<file path="src/rtl/irrigation_controller.sv">
// Irrigation control stage: synchronizes tank/soil probes, runs the watering FSM,
// and drives sprinkler/drip/error outputs plus the tank inlet valve with hysteresis.
`timescale 1ns/1ps
module irrigation_controller #(
  parameter int unsigned MIN_ON_S    = 5,
  parameter int unsigned ERR_CLEAR_S = 3,
  parameter int unsigned CNT_W       = 8
) (
  input  logic       clock,
  input  logic       reset_n,
  input  logic       one_second_tick,
  input  logic       H,
  input  logic       M,
  input  logic       L,
  input  logic       soil_dry,
  input  logic       soil_wet,
  output logic       Bs,
  output logic       Vs,
  output logic       Error,
  output logic       Ve,
  output logic [1:0] state
);

  typedef enum logic [1:0] {
    ST_IDLE     = 2'b00,
    ST_SPRINKLE = 2'b01,
    ST_DRIP     = 2'b10,
    ST_ERROR    = 2'b11
  } state_e;

  localparam logic [CNT_W-1:0] MinOn    = CNT_W'(MIN_ON_S);
  localparam logic [CNT_W-1:0] ErrClear = CNT_W'(ERR_CLEAR_S);

  logic [4:0]       meta_q;
  logic [4:0]       sync_q;
  logic [4:0]       probes;
  logic             sH, sM, sL, sDry, sWet;
  logic             fault, demand, runDone, keepCnt;
  state_e           state_q, state_d;
  logic [CNT_W-1:0] cnt_q, cnt_d;
  logic             ve_q, ve_d;
  logic             bs_q, vs_q, err_q;

  assign probes = {H, M, L, soil_dry, soil_wet};

  always_ff @(posedge clock or negedge reset_n) begin
    if (!reset_n) begin
      meta_q <= '0;
      sync_q <= '0;
    end else begin
      meta_q <= probes;
      sync_q <= meta_q;
    end
  end

  assign {sH, sM, sL, sDry, sWet} = sync_q;

  // Inconsistent level probes (a higher probe wet above a dry lower one) or both soil probes set
  assign fault   = (sH & ~sM) | (sM & ~sL) | (sDry & sWet);
  assign demand  = sDry & ~sWet;
  assign runDone = (cnt_q >= MinOn);

  always_comb begin
    state_d = state_q;
    unique case (state_q)
      ST_IDLE: begin
        if (fault)                   state_d = ST_ERROR;
        else if (demand && sL && sM) state_d = ST_SPRINKLE;
        else if (demand && sL)       state_d = ST_DRIP;
      end
      ST_SPRINKLE: begin
        if (fault)                    state_d = ST_ERROR;
        else if (!sL)                 state_d = ST_IDLE;
        else if (!demand && runDone)  state_d = ST_IDLE;
        else if (!sM)                 state_d = ST_DRIP;
      end
      ST_DRIP: begin
        if (fault)                    state_d = ST_ERROR;
        else if (!sL)                 state_d = ST_IDLE;
        else if (!demand && runDone)  state_d = ST_IDLE;
      end
      ST_ERROR: begin
        if (!fault && cnt_q == ErrClear) state_d = ST_IDLE;
      end
      default: state_d = ST_IDLE;
    endcase
  end

  // A sprinkle run degraded to drip keeps its elapsed time toward the minimum run
  assign keepCnt = (state_q == ST_SPRINKLE) && (state_d == ST_DRIP);

  always_comb begin
    cnt_d = cnt_q;
    if ((state_d != state_q) && !keepCnt) begin
      cnt_d = '0;
    end else if ((state_q == ST_ERROR) && fault) begin
      cnt_d = '0;
    end else if (one_second_tick && (cnt_q != '1)) begin
      cnt_d = cnt_q + 1'b1;
    end
  end

  always_comb begin
    ve_d = ve_q;
    if (!sL)     ve_d = 1'b1;
    else if (sH) ve_d = 1'b0;
    if (state_d == ST_ERROR) ve_d = 1'b0;
  end

  always_ff @(posedge clock or negedge reset_n) begin
    if (!reset_n) begin
      state_q <= ST_IDLE;
      cnt_q   <= '0;
      ve_q    <= 1'b0;
      bs_q    <= 1'b0;
      vs_q    <= 1'b0;
      err_q   <= 1'b0;
    end else begin
      state_q <= state_d;
      cnt_q   <= cnt_d;
      ve_q    <= ve_d;
      bs_q    <= (state_d == ST_SPRINKLE);
      vs_q    <= (state_d == ST_DRIP);
      err_q   <= (state_d == ST_ERROR);
    end
  end

  assign Bs    = bs_q;
  assign Vs    = vs_q;
  assign Error = err_q;
  assign Ve    = ve_q;
  assign state = state_q;

endmodule

</file>
<file path="config.mk">
export PLATFORM = sky130hd
export DESIGN_NAME = irrigation_controller
export DESIGN_NICKNAME = d
export VERILOG_FILES = /design/src/rtl/irrigation_controller.sv
export SDC_FILE = /design/constraint.sdc
export NUM_CORES = 1
export LEC_CHECK = 0
export CAP_MARGIN = 20
export CELL_PAD_IN_SITES_DETAIL_PLACEMENT = 0
export CELL_PAD_IN_SITES_GLOBAL_PLACEMENT = 2
export CORE_AREA = 2 2 58 74
export DETAILED_ROUTE_END_ITERATION = 8
export DIE_AREA = 0 0 60 76
export PLACE_DENSITY_LB_ADDON = 0.1
export SYNTH_ARGS = -nofsm -noshare
export SYNTH_HDL_FRONTEND = slang
export SYNTH_SLANG_ARGS = --single-unit
</file>
<file path="constraint.sdc">
create_clock -name clock -period 1.7 [get_ports clock]
set_input_delay 0.51 -clock clock [delete_from_list [all_inputs] [get_ports clock]]
set_output_delay 0.51 -clock clock [all_outputs]
set_load 0.02 [all_outputs]
</file>
==> impl_metrics.tcl <==
set metrics [dict create \
    antenna_cells 0 \
    hold_viol 0 \
    clkLatencyLatePin_ps 260 \
    maxSlewViolCount 0 \
    holdPathStages 0 \
    drtIter0Drc 26 \
    grt_max_degree 25 \
    status "finished with violations" \
    critPathKind "flop to flop" \
    grt_pass1_wl_mm 4.181 \
    synth_seq_cells 24 \
    dieHeight_um 76 \
    hold_class "flop to flop" \
    fp.coreArea_um2 3936 \
    fin_ws_ps -289.7 \
    fin_crit_sh_pct 117.0 \
    yosys-top-cells-area "dfrtp_1 50%, ha_1 3.1%, a21oi_1 2.9%, nand3_1 2.9%, xor2_1 2.9%" \
    numPortBuffers 13 \
    routed_via_density 4.352 \
    pin_count 14 \
    r2r-start "cnt_q[1]" \
    synth_cell_types 37 \
    rrSetupSlack_ps -290 \
    yosysSeqAreaShare_pct 50.37 \
    setup_violations 12 \
    p_per_area_nw_per_um2 777.7 \
    maxCapViolCount 0 \
    drc_errors 0 \
    placementRows 26 \
    antenna_found_initial 0 \
    failed_checks "negative setup slack" \
    clkTransAtPathRegs_ps 80 \
    dpl_cell_area_um2 1603 \
    peakVddDrop_v 0.0005741 \
    cp.arrival_ps 2130 \
    fin_area_um2 1727 \
    ys_warn_count 0 \
    cp_max_fo 8 \
    track_usage_pct 11.75 \
    layout_commonest_cell "buf_4" \
    dieWidth_um 60 \
    final_cell_mix "34 x buf_4, 24 x dfrtp_1, 8 x nor2_1, 8 x nand2_1" \
    reg2reg_depth 8 \
    synth_top_cell_area_share_pct 50.37 \
    cts_buffers 3 \
    clock-sinks 24 \
    syn_area_per_cell_um2 11.36 \
    htreeDepth 1 \
    hpwl_mm 1.827 \
    syn-num-nets 116 \
    initial_utilization_pct 30.29 \
    endpoint_kind "flop" \
    drt-total-wl_mm 2.363 \
    drive_above_1_share_pct 39.61 \
    leakagePower_nw 0.7760 \
    min_to "sync_q[4]" \
    synth_top_cell_by_area "dfrtp_1" \
    r2r-end "cnt_q[3]" \
    wl_per_cell_um 11.25 \
    clockRootBuffer "clkbuf_8" \
    max-slew-margin-rel_pct 78.20 \
    clock-skew-final_ps 4.725 \
    drtPass1Iterations 4 \
    gp_congestion 0.8045 \
    cts_tree "built" \
    fmax_mhz 502.6 \
    netlist_instances 105 \
    fill_cells 382 \
    startpoint_type "flop" \
    vias 914 \
    netlist_area_um2 1192 \
    layout.nets 166 \
    ant_nets 0 \
    min_period_ps 1990 \
    worstHoldStart "meta_q[4]" \
    grt_pass1_vias 920 \
    worstMarginPinSlew_ps 323.5 \
    grt_overflow 0 \
    power_mw 1.343 \
    required_ps 1840 \
    syn2layout_area_growth_pct 44.81 \
    grt_setup_unrepaired "true" \
    clock_path_buffers 2 \
    dieArea_um2 4560 \
]
## synthesized netlist by cell type
library cell / number
nor3_4: 1
nand2b_1: 2
a311oi_1: 1
ha_1: 3
a31oi_1: 2
nor4b_4: 1
o211a_4: 1
xor2_1: 4
and3b_1: 1
nand4_1: 1
a21oi_2: 3
a32oi_2: 1
nand3_1: 7
nor3b_1: 1
a21oi_1: 7
xnor2_1: 2
o2bb2ai_4: 1
dfrtp_1: 24
nand2_1: 8
inv_2: 1
o21ai_1: 1
nor3_2: 1
and2_1: 1
a31oi_2: 1
o31ai_1: 3
nor3b_2: 1
buf_2: 2
and2_2: 1
nand2_2: 1
o32ai_4: 1
nor2_1: 9
o21a_1: 1
inv_1: 4
and2b_2: 1
nor2b_1: 1
and3_1: 2
o21ai_0: 2
## registers in the layout, indices dropped and copies added (netlist names)
| register | flops |
|---|---|
| Ve | 1 |
| state | 2 |
| meta_q | 5 |
| Bs | 1 |
| cnt_q | 8 |
| Error | 1 |
| sync_q | 5 |
| Vs | 1 |
## per-stage QoR
step | util (%) | instances | worst slack (ps) | hold slack [ps] | TNS (ps)
5_1_grt | 43.87 | 210 | -393.6 | 364.0 | -3772
2_1_floorplan | - | 105 | -77.91 | 214.4 | -631.9
3_5_place_dp | 40.72 | 200 | -313.2 | 334.7 | -2881
3_3_place_gp | 40.72 | 200 | -275.0 | 332.2 | -2630
6_report | 43.87 | 210 | -289.7 | 352.7 | -2555
4_1_cts | 42.91 | 207 | -276.7 | 354.9 | -2628
## layout make-up
class,instances,area (um2),area share [%]
clock buffers,3,41.29,2.391
clock inverters,1,30.03,1.739
inverters,5,18.77,1.087
multi-input cells,74,588.1,34.06
flip-flops and latches,24,600.6,34.78
well taps,56,70.07,4.058
repair buffers,47,377.9,21.88
## routing by layer
| metal | vias up | GRT usage (%) | part of all wire [%] |
|---|---|---|---|
| li1 | 466 | - | - |
| met1 | 436 | 16.25 | 46 |
| met2 | 8 | 18.26 | 51 |
| met3 | 4 | 2.547 | 1.9 |
| met4 | 0 | 3.333 | 1.2 |
| met5 | - | 0 | 0 |
## report_power, final
| group | total, mW | internal, mW | switching [mW] |
|---|---|---|---|
| clock network | 0.488 | 0.314 | 0.174 |
| logic | 0.248 | 0.132 | 0.116 |
| registers | 0.607 | 0.593 | 0.0136 |
## kinds of logic after synthesis
kind of cell / count (synthesis) / synth area share (%)
and+or+nand+nor: 40 / 20.46
AOI/OAI and AO/OA: 25 / 19.20
DFF: 24 / 50.37
buffers and inverters: 7 / 2.413
xor gates and xnor gates: 6 / 4.407
adders and majority gates: 3 / 3.148
## worst max path at each step
stage	startpoint	to	slack, ps	cells past startpoint
floorplan	cnt_q[1]	cnt_q[0]	-80	8
global placement	cnt_q[0]	cnt_q[3]	-280	8
detailed placement	cnt_q[0]	cnt_q[5]	-310	8
CTS	cnt_q[0]	cnt_q[5]	-280	8
global route	cnt_q[1]	cnt_q[3]	-390	8
finish	cnt_q[1]	cnt_q[3]	-290	8
## repair_timing
action                                  4_1_cts  5_1_grt
pin swaps                                     4        9
gates resized for setup                       6        5
endpoints found under the setup margin       18       14
hold buffers                                  0        0
buffers inserted                              3        3
## critical path, stage by stage, from the launching register on
cell and delay, ps:
dfrtp_1 400, inv_2 50, ha_2 170, nor2b_4 120, o211a_4 250, o32ai_4 310
a32oi_2 170, o2bb2ai_4 320, nor2_1 90
(Power assumes the default switching activity.)
